File: config.mk
export PLATFORM = sky130hd
export DESIGN_NAME = persp_div_simple_flat
export DESIGN_NICKNAME = d
export VERILOG_FILES = /design/src/rtl/persp_div_simple_pkg.sv /design/src/rtl/persp_div_simple_if.sv /design/src/rtl/persp_div_simple_fixed_div_pipe.sv /design/src/rtl/persp_div_simple.sv /design/src/flat_wrapper.sv
export SDC_FILE = /design/constraint.sdc
export NUM_CORES = 1
export LEC_CHECK = 0
export ABC_AREA = 1
export BUFFER_PORTS_ARGS = -buffer_cell sky130_fd_sc_hd__buf_2
export CAP_MARGIN = 40
export CORE_MARGIN = 4
export CORE_UTILIZATION = 55
export DETAILED_ROUTE_END_ITERATION = 12
export PLACE_DENSITY = 0.75
export SLEW_MARGIN = 20
export SYNTH_ARGS = -nofsm -noshare
export SYNTH_HDL_FRONTEND = slang
export SYNTH_SLANG_ARGS = --single-unit
export TNS_END_PERCENT = 50
File: constraint.sdc
create_clock -name clk -period 3.48 [get_ports clk]
set_input_delay 0.696 -clock clk [delete_from_list [all_inputs] [get_ports clk]]
set_output_delay 0.696 -clock clk [all_outputs]
set_load 0.01 [all_outputs]
File: src/rtl/persp_div_simple_pkg.sv
// Shared sizing and saturation helpers for the perspective-divide unit.
// Everything is derived from intBits/decimalBits so the divider can be re-sized.
package persp_div_simple_pkg;

  localparam int INT_BITS_DEF = 3;
  localparam int DEC_BITS_DEF = 3;

  function automatic int calcW(input int intBits, input int decimalBits);
    return intBits + decimalBits + 1;
  endfunction

  // One quotient bit per dividend bit: |num| pre-scaled by 2^decimalBits.
  function automatic int calcQ(input int intBits, input int decimalBits);
    return calcW(intBits, decimalBits) + decimalBits;
  endfunction

  function automatic logic [31:0] maxPos(input int w);
    return (32'd1 << (w - 1)) - 32'd1;
  endfunction

  // Bit pattern of the most negative value, which is also its magnitude.
  function automatic logic [31:0] minNeg(input int w);
    return 32'd1 << (w - 1);
  endfunction

  localparam int W = calcW(INT_BITS_DEF, DEC_BITS_DEF);
  localparam int Q = calcQ(INT_BITS_DEF, DEC_BITS_DEF);
  localparam logic [W-1:0] MAX_POS = W'(maxPos(W));
  localparam logic [W-1:0] MIN_NEG = W'(minNeg(W));

endpackage

File: src/rtl/persp_div_simple_if.sv
// Vertex-in / projected-pair-out bus of the perspective-divide unit.
interface persp_div_simple_if
  import persp_div_simple_pkg::*;
#(
  parameter int PW = W
);
  logic          valid_in;
  logic [PW-1:0] x;
  logic [PW-1:0] y;
  logic [PW-1:0] z;
  logic          valid_out;
  logic [PW-1:0] newX;
  logic [PW-1:0] newY;

  modport master (output valid_in, x, y, z, input valid_out, newX, newY);
  modport slave  (input valid_in, x, y, z, output valid_out, newX, newY);
endinterface

File: src/rtl/persp_div_simple_fixed_div_pipe.sv
// Signed pipelined fixed-point divider: quot = sat(trunc(num*2^decimalBits/den)).
// Restoring division, one quotient bit per stage, with its own valid bit.
module fixed_div_pipe
  import persp_div_simple_pkg::*;
#(
  parameter int intBits     = INT_BITS_DEF,
  parameter int decimalBits = DEC_BITS_DEF,
  localparam int DW = calcW(intBits, decimalBits),
  localparam int DQ = calcQ(intBits, decimalBits)
) (
  input  logic          clk,
  input  logic          rst,
  input  logic          validIn,
  input  logic [DW-1:0] num,
  input  logic [DW-1:0] den,
  output logic          validOut,
  output logic [DW-1:0] quot
);
  localparam logic [DW-1:0] SAT_POS = DW'(maxPos(DW));
  localparam logic [DW-1:0] SAT_NEG = DW'(minNeg(DW));
  localparam logic [DQ-1:0] POS_LIM = DQ'(maxPos(DW));
  localparam logic [DQ-1:0] NEG_LIM = DQ'(minNeg(DW));

  function automatic logic [DW-1:0] absVal(input logic [DW-1:0] v);
    return v[DW-1] ? (~v + 1'b1) : v;
  endfunction

  // Input capture register isolates the divider from the upstream transform stage.
  logic          inVld;
  logic [DW-1:0] inNum, inDen;

  logic [DQ:0]   vld, neg, numZero, denZero;
  logic [DW-1:0] rem  [0:DQ-1];
  logic [DQ-1:0] dvd  [0:DQ-1];
  logic [DW-1:0] dvsr [0:DQ-1];
  logic [DQ-1:0] quo  [0:DQ];

  always_ff @(posedge clk) begin
    if (rst) begin
      inVld  <= 1'b0;
      vld[0] <= 1'b0;
    end else begin
      inVld  <= validIn;
      vld[0] <= inVld;
    end
    inNum      <= num;
    inDen      <= den;
    neg[0]     <= inNum[DW-1] ^ inDen[DW-1];
    numZero[0] <= (inNum == '0);
    denZero[0] <= (inDen == '0);
    rem[0]     <= '0;
    dvd[0]     <= {absVal(inNum), {decimalBits{1'b0}}};
    dvsr[0]    <= absVal(inDen);
    quo[0]     <= '0;
  end

  for (genvar s = 1; s <= DQ; s++) begin : gStep
    logic [DW:0]   trial;
    logic          ge;
    logic [DW-1:0] remNext;

    assign trial   = {rem[s-1], dvd[s-1][DQ-1]};
    assign ge      = trial >= {1'b0, dvsr[s-1]};
    // Remainder stays below the divisor, so W-bit modular subtraction is exact.
    assign remNext = ge ? (trial[DW-1:0] - dvsr[s-1]) : trial[DW-1:0];

    always_ff @(posedge clk) begin
      if (rst) vld[s] <= 1'b0;
      else     vld[s] <= vld[s-1];
      neg[s]     <= neg[s-1];
      numZero[s] <= numZero[s-1];
      denZero[s] <= denZero[s-1];
      quo[s]     <= {quo[s-1][DQ-2:0], ge};
    end

    if (s < DQ) begin : gCarry
      always_ff @(posedge clk) begin
        rem[s]  <= remNext;
        dvd[s]  <= dvd[s-1] << 1;
        dvsr[s] <= dvsr[s-1];
      end
    end
  end

  logic [DW-1:0] result;

  always_comb begin
    result = '0;
    if (denZero[DQ]) begin
      if (!numZero[DQ]) result = neg[DQ] ? SAT_NEG : SAT_POS;
    end else if (neg[DQ]) begin
      result = (quo[DQ] > NEG_LIM) ? SAT_NEG : (~quo[DQ][DW-1:0] + 1'b1);
    end else begin
      result = (quo[DQ] > POS_LIM) ? SAT_POS : quo[DQ][DW-1:0];
    end
  end

  always_ff @(posedge clk) begin
    if (rst) begin
      validOut <= 1'b0;
      quot     <= '0;
    end else begin
      validOut <= vld[DQ];
      if (vld[DQ]) quot <= result;
    end
  end

endmodule

File: src/rtl/persp_div_simple.sv
// Perspective divide: newX = x/z, newY = y/z in signed fixed point.
// Two identical divider pipes share z; valid travels with the X pipe.
module persp_div_simple
  import persp_div_simple_pkg::*;
#(
  parameter int intBits     = INT_BITS_DEF,
  parameter int decimalBits = DEC_BITS_DEF
) (
  input logic               clk,
  input logic               rst,
  persp_div_simple_if.slave bus
);
  logic unusedValidY;

  fixed_div_pipe #(.intBits(intBits), .decimalBits(decimalBits)) uDivX (
    .clk      (clk),
    .rst      (rst),
    .validIn  (bus.valid_in),
    .num      (bus.x),
    .den      (bus.z),
    .validOut (bus.valid_out),
    .quot     (bus.newX)
  );

  fixed_div_pipe #(.intBits(intBits), .decimalBits(decimalBits)) uDivY (
    .clk      (clk),
    .rst      (rst),
    .validIn  (bus.valid_in),
    .num      (bus.y),
    .den      (bus.z),
    .validOut (unusedValidY),
    .quot     (bus.newY)
  );

endmodule

File: src/flat_wrapper.sv
// flat-port wrapper written by rule: the top's interface ports become plain ports
module persp_div_simple_flat import persp_div_simple_pkg::*;
#(
  parameter int intBits     = INT_BITS_DEF,
  parameter int decimalBits = DEC_BITS_DEF
)
  (clk, rst, bus_valid_in, bus_x, bus_y, bus_z, bus_valid_out, bus_newX, bus_newY);
  persp_div_simple_if #(.PW(7)) bus_i ();
  input logic clk;
  input logic rst;
  input wire logic [$bits(bus_i.valid_in)-1:0] bus_valid_in;
  input wire logic [$bits(bus_i.x)-1:0] bus_x;
  input wire logic [$bits(bus_i.y)-1:0] bus_y;
  input wire logic [$bits(bus_i.z)-1:0] bus_z;
  output wire logic [$bits(bus_i.valid_out)-1:0] bus_valid_out;
  output wire logic [$bits(bus_i.newX)-1:0] bus_newX;
  output wire logic [$bits(bus_i.newY)-1:0] bus_newY;
  assign bus_i.valid_in = bus_valid_in;
  assign bus_i.x = bus_x;
  assign bus_i.y = bus_y;
  assign bus_i.z = bus_z;
  assign bus_valid_out = bus_i.valid_out;
  assign bus_newX = bus_i.newX;
  assign bus_newY = bus_i.newY;
  persp_div_simple #(.intBits(intBits), .decimalBits(decimalBits)) u_core (.clk(clk), .rst(rst), .bus(bus_i));
endmodule
==> metrics.txt, run 1 <==
status=complete, no violations; EDFF count, synth=0; later-pin clock latency in the skew report=roughly 570 ps; Core Area=~0.031 sq mm; IO Pins=39; GRT Total Usage=between 10% and 20%; antenna viol nets, final=0; H-tree depth=2; CTS tree=done; fin util=around 63%; die width=between 150 and 200 um; CP delay by family, top=adder cells; most numerous cell in the Yosys netlist=dfxtp_1; clock buffer depth=3; endpoints failing hold=0; WL final=roughly 31 mm; CTS hold repair buffers=0; Mapped Nets=~2,000; post-DP HPWL=23.5 mm; Pwr Density=931 mW/mm^2; Synth Flop Type=dfxtp_1; Peak VDD IR=between 0.0004 and 0.0005 V; slowest CP cell=fa_1; # fillers=2,480; Port Buffers=38; Post-CTS Setup Bufs=0; Initial Util=56.3%; fin cells=approximately 2,300; RSZ-0062 raised after global routing=no; Yosys Warn Count=0; Avg Vias per Cell=around 5.0; average wire per standard cell=approximately 14 um; Seq cells post-synth=around 470; Fin Clk Skew=about 45 ps; sequential area share after synthesis=approximately 53%; final total power=~0.018 W; ys async rst share=0%; first-pass GRT wire length=53.0 mm; Ant. Diodes=0; Area growth, synth to finish=12.3%; crit path capture type=flop; gr ovfl total=0; Worst path max stage delay=between 400 and 500 ps; Worst slew margin=65.7%; largest net degree at the start of global routing=17; clk slew on worst S/H paths=approximately 60 ps; Post-CTS Resized=0; DR iter-0 viols=434; Leakage Power=9.37 nW; Max-cap violations=0; DR pass1 iterations=5; TNS Setup=0 ps; WP buf/inv=2; cell mode on critical path=inv_1; vias in the first global route=11,800; Tmin final=about 2000 ps; Die Y=roughly 190 um; Max Fclk=a little under 500 MHz; remaining routing DRC violations=0; Crit Path Class=flop to flop; final setup fails=0; row cnt=between 60 and 70; fin crit share=around 58%; Synth top area share=between 50% and 60%; initial antenna violation count=1; layout cell share with drive strength beyond 1=between 10% and 20%; Placed Instances=~2,200; CP startpoint kind=flop; Commonest cells post-synth=465 x dfxtp_1, 274 x nand2_1, 213 x inv_1; CTS Sinks=about 470; worst hold path type=input port to flop; cell taking the most area after synthesis=dfxtp_1; Cells after Synth=1,810; Max FO, Critical Path=3; worst endpoint required time=approximately 3900 ps; global placement routability congestion=0.879; DIE AREA=approximately 0.035 sq mm; detailed-route via count=approximately 12,000; Synth area leaders=dfxtp_1 53%, ha_1 9.5%, nand2_1 5.9%, inv_1 4.6%, nor2_1 3.5%; Cell Chain, Critical Path=inv_1, ha_1, fa_1, o21ai_2, inv_1, o21bai_1, nand2_1, o21ai_0, nor2_1; Distinct cells, synth=40; mapped cell area=~0.017 sq mm; final net count=2,052; Arr. time, crit path=about 2400 ps; Worst Tran Pin Value=514 ps; Syn Area/Cell=~9.6 sq um; max-slew violations=0; clk root buf=clkbuf_16; Inserted Clock Buffers=45
## per-layer routing
layer / track usage (%) / up-vias / part of all wire, %
met1: 21.8 / 5262 / 44
met4: 6.35 / 2 / 3.0
met2: 34.1 / 219 / 50
met3: 2.82 / 79 / 3.3
met5: 0 / - / 0.041
li1: - / 6050 / -
## metrics by stage
stage          hold slack (ps)  cell area, sq um  setup WS (ps)
2_1_floorplan              310             17500           1770
4_1_cts                    201             19600           1460
3_5_place_dp               312             18000           1550
5_1_grt                    200             19600           1310
3_3_place_gp               310             18000           1560
6_report                   227             19600           1450
## layout by cell type, fill, tap and decap left out, drive strengths merged
cell      instances
dfxtp           465
nand2           289
inv             216
nor2            182
ha              133
a21oi           106
o21ai            83
nand3            68
clkbuf           54
xor2             53
nand4            43
buf              38
nor3             28
a21o             25
xnor2            25
clkinv           19
fa               16
o21bai           12
o211ai           11
a31oi            11
nand3b           10
nor4              8
or2               7
bufinv            7
clkinvlp          3
o31ai             2
a211oi            2
## report_power, final
| part | switching (W) | total [W] | internal [W] |
|---|---|---|---|
| Clock | 0.00205 | 0.00508 | 0.00303 |
| Combinational | 0.00351 | 0.00586 | 0.00235 |
| Sequential | 0.000695 | 0.00731 | 0.00661 |
## worst paths after layout
| path | startpoint | to | slack (ps) | cells past startpoint |
|---|---|---|---|---|
| setup / recovery | u_core.uDivY.dvd[4][8]$_DFF_P_ | u_core.uDivY.rem[5][6]$_DFF_P_ | 1450 | 9 |
| hold / removal | bus_y[0] | u_core.uDivY.inNum[0]$_DFF_P_ | 230 | 1 |
| setup reg to reg | u_core.uDivY.dvd[4][8]$_DFF_P_ | u_core.uDivY.rem[5][6]$_DFF_P_ | 1450 | 9 |
| hold reg to reg | u_core.uDivX.quo[6][0]$_DFF_P_ | u_core.uDivX.quo[7][1]$_DFF_P_ | 300 | 0 |
## logic make-up after synthesis
group / share of synthesized area [%]
flip-flops: 53.3
AO/OA/AOI/OAI: 9.16
AND/OR/NAND/NOR: 16.8
buffers and inverters: 5.41
XOR/XNOR: 3.91
adder cells (fa/ha/maj): 11.4
## flip-flops by register name, indices dropped and copies added (netlist names), 3 cells and up
name,flops
u_core.uDivX.denZero,8
u_core.uDivX.dvd,28
u_core.uDivX.dvsr,63
u_core.uDivX.inDen,7
u_core.uDivX.inNum,7
u_core.uDivX.neg,11
u_core.uDivX.numZero,11
u_core.uDivX.quo,55
u_core.uDivX.quot,7
u_core.uDivX.rem,63
u_core.uDivX.vld,8
u_core.uDivY.denZero,3
u_core.uDivY.dvd,28
u_core.uDivY.dvsr,7
u_core.uDivY.inNum,7
u_core.uDivY.neg,11
u_core.uDivY.numZero,11
u_core.uDivY.quo,55
u_core.uDivY.quot,7
u_core.uDivY.rem,63
u_core.uDivY.vld,3
## cell type report
cell class              instances  area [sq um]  area share, %
repair buffers                 38           190          0.970
multi-input cells            1114          7210           36.7
flip-flops and latches        465          9310           47.5
clock buffers                  54          1200           6.12
clock inverters                30           405           2.07
well taps                     396           495           2.53
inverters                     215           810           4.13
(Power assumes the default switching activity.)
==> run 2, diff against run 1 <==
--- a/config.mk
+++ b/config.mk
@@ -11,7 +11,7 @@
 export CORE_MARGIN = 4
 export CORE_UTILIZATION = 55
 export DETAILED_ROUTE_END_ITERATION = 12
-export PLACE_DENSITY = 0.75
+export PLACE_DENSITY = 0.78
 export SLEW_MARGIN = 20
 export SYNTH_ARGS = -nofsm -noshare
 export SYNTH_HDL_FRONTEND = slang
==> constraint.sdc (replaced) <==
create_clock -name clk -period 1.6 [get_ports clk]
set_input_delay 0.32 -clock clk [delete_from_list [all_inputs] [get_ports clk]]
set_output_delay 0.32 -clock clk [all_outputs]
set_load 0.01 [all_outputs]
==> run 2 against run 1 <==
- the flow now finishes with violations (setup timing)
- sequential share of layout area down 8.7 points
- count of clock-buffer cells in the layout rose by 3
- register-to-register slack worse by 1800 ps
- die area unchanged
- global-route usage grew 5.1 points
- via count grew 28%
- cell count is 13% higher
- first-iteration DRC count grew to 2.8 times the previous value
- non-clock buffer count is 281 higher
- largest cell class is now multi-input gates
- largest power group is now combinational logic
==> metrics.txt, run 2 (synthesis results as in run 1) <==
final setup fails=roughly 110; initial antenna violation count=0; remaining routing DRC violations=0; most common cell after layout, fill and taps aside=dfxtp_1; crit path capture type=flop; global placement routability congestion=between 0.9 and 1; Area growth, synth to finish=39.2%; clock buffer depth=3; Max Fclk=between 500 and 600 MHz; GRT Total Usage=a little under a quarter; first-pass GRT wire length=67.0 mm; clk root buf=clkbuf_16; CTS tree=done; IO Pins=39; CP startpoint kind=flop; Arr. time, crit path=around 2400 ps; placed inst area=between 0.015 and 0.02 sq mm; fin crit share=123%; failing checks=setup timing; Placed Instances=roughly 2,400; Tmin final=1970 ps; Initial Util=a little under three fifths; detailed-route via count=around 15,000; H-tree depth=2; Inserted Clock Buffers=between 40 and 50; average wire per standard cell=about 20 um; fin util=around four fifths; final total power=a little over 0.05 W; Worst slew margin=around two thirds; vias in the first global route=around 14,000; most frequent cells in the layout=403 x dfxtp_1, 235 x buf_4, 217 x nand2_1; Final Instance Area=about 0.024 sq mm; Die Y=186 um; Core Area=between 0.03 and 0.04 sq mm; fin cells=2,601; Max-cap violations=0; max-slew violations=0; Worst Tran Pin Value=524 ps; WL final=roughly 52 mm; Pwr Density=~2100 mW/mm^2; Peak VDD IR=around 0.0012 V; antenna viol nets, final=0; die width=~190 um; Largest regs=u_core.uDivX.dvsr x63, u_core.uDivX.rem x63, u_core.uDivY.rem x63; Fin Clk Skew=18.9 ps; DR iter-0 viols=around 1,200; largest net degree at the start of global routing=17; final net count=2,340; worst endpoint required time=between 2000 and 2500 ps; clk slew on worst S/H paths=roughly 70 ps; later-pin clock latency in the skew report=about 570 ps; Max FO, Critical Path=3; Avg Vias per Cell=between 5 and 6; row cnt=64; endpoints failing hold=0; gr ovfl total=0; post-DP HPWL=approximately 26 mm; status=finished with violations; worst hold path type=input port to flop; final worst slack=-365 ps; Leakage Power=about 11 nW; Port Buffers=38; layout cell share with drive strength beyond 1=between 40% and 50%; Crit Path Class=flop to flop; RSZ-0062 raised after global routing=yes; DR pass1 iterations=6; CTS Sinks=approximately 470; DIE AREA=0.0347 sq mm
[run 2: worst paths after layout]
path / from / endpoint / slack (ps) / cells past startpoint
hold / removal: rst / u_core.uDivY.vld[9]$_SDFF_PP0_ / 90 / 2
setup reg to reg: u_core.uDivX.dvsr[3][0]$_DFF_P_ / u_core.uDivY.rem[4][6]$_DFF_P_ / -370 / 8
setup / recovery: u_core.uDivX.dvsr[3][0]$_DFF_P_ / u_core.uDivY.rem[4][6]$_DFF_P_ / -370 / 8
hold reg to reg: u_core.uDivX.dvd[3][6]$_DFF_P_ / u_core.uDivX.dvd[4][7]$_DFF_P_ / 320 / 0
[run 2: power breakdown]
group	internal (W)	leakage, nW	switching, W
logic	0.0108	6.31	0.0126
registers	0.0144	3.88	0.00218
clock network	0.00627	0.753	0.00463
total	0.0315	10.9	0.0194
[run 2: final cells by class]
class,instances,area [sq um]
sequential,465,9410
clock inverter,26,300
multi-input combinational,1121,9470
clock buffer,57,1250
antenna,2,5.00
tap,396,495
timing repair buffer,319,2540
fill,1545,6690
inverter,215,835
[run 2: repair_timing]
action	4_1_cts	5_1_grt
resized for setup	202	328
pin swaps	75	116
hold buffers	22	0
endpoints found under the hold margin	22	0
cloned	7	4
setup endpoints to repair	125	136
buffers inserted	33	33
[run 2: per-stage QoR]
step                      setup WS, ps  hold slack [ps]  setup TNS, ps
after global routing              -413             85.0         -19470
after floorplan                  -50.9              310           -516
after detailed placement          -254              312         -14240
after CTS                         -140             67.3          -2940
after global placement            -186              310          -9400
final                             -365             88.8         -13220
[run 2: metal layers]
layer | share of wire, % | GRT usage (%) | vias up
met5 | 0 | 0 | -
met4 | 6.9 | 8.80 | 0
met3 | 6.1 | 3.58 | 314
met2 | 51 | 44.6 | 845
met1 | 36 | 26.5 | 6979
li1 | - | - | 6670
[run 2: critical path, stage by stage (launching register included)]
cell	delay (ps)
dfxtp_4	380
ha_4	170
fa_2	370
o21ai_4	190
inv_2	60
o21bai_1	260
nand2_1	150
o21ai_1	140
nor2_1	110
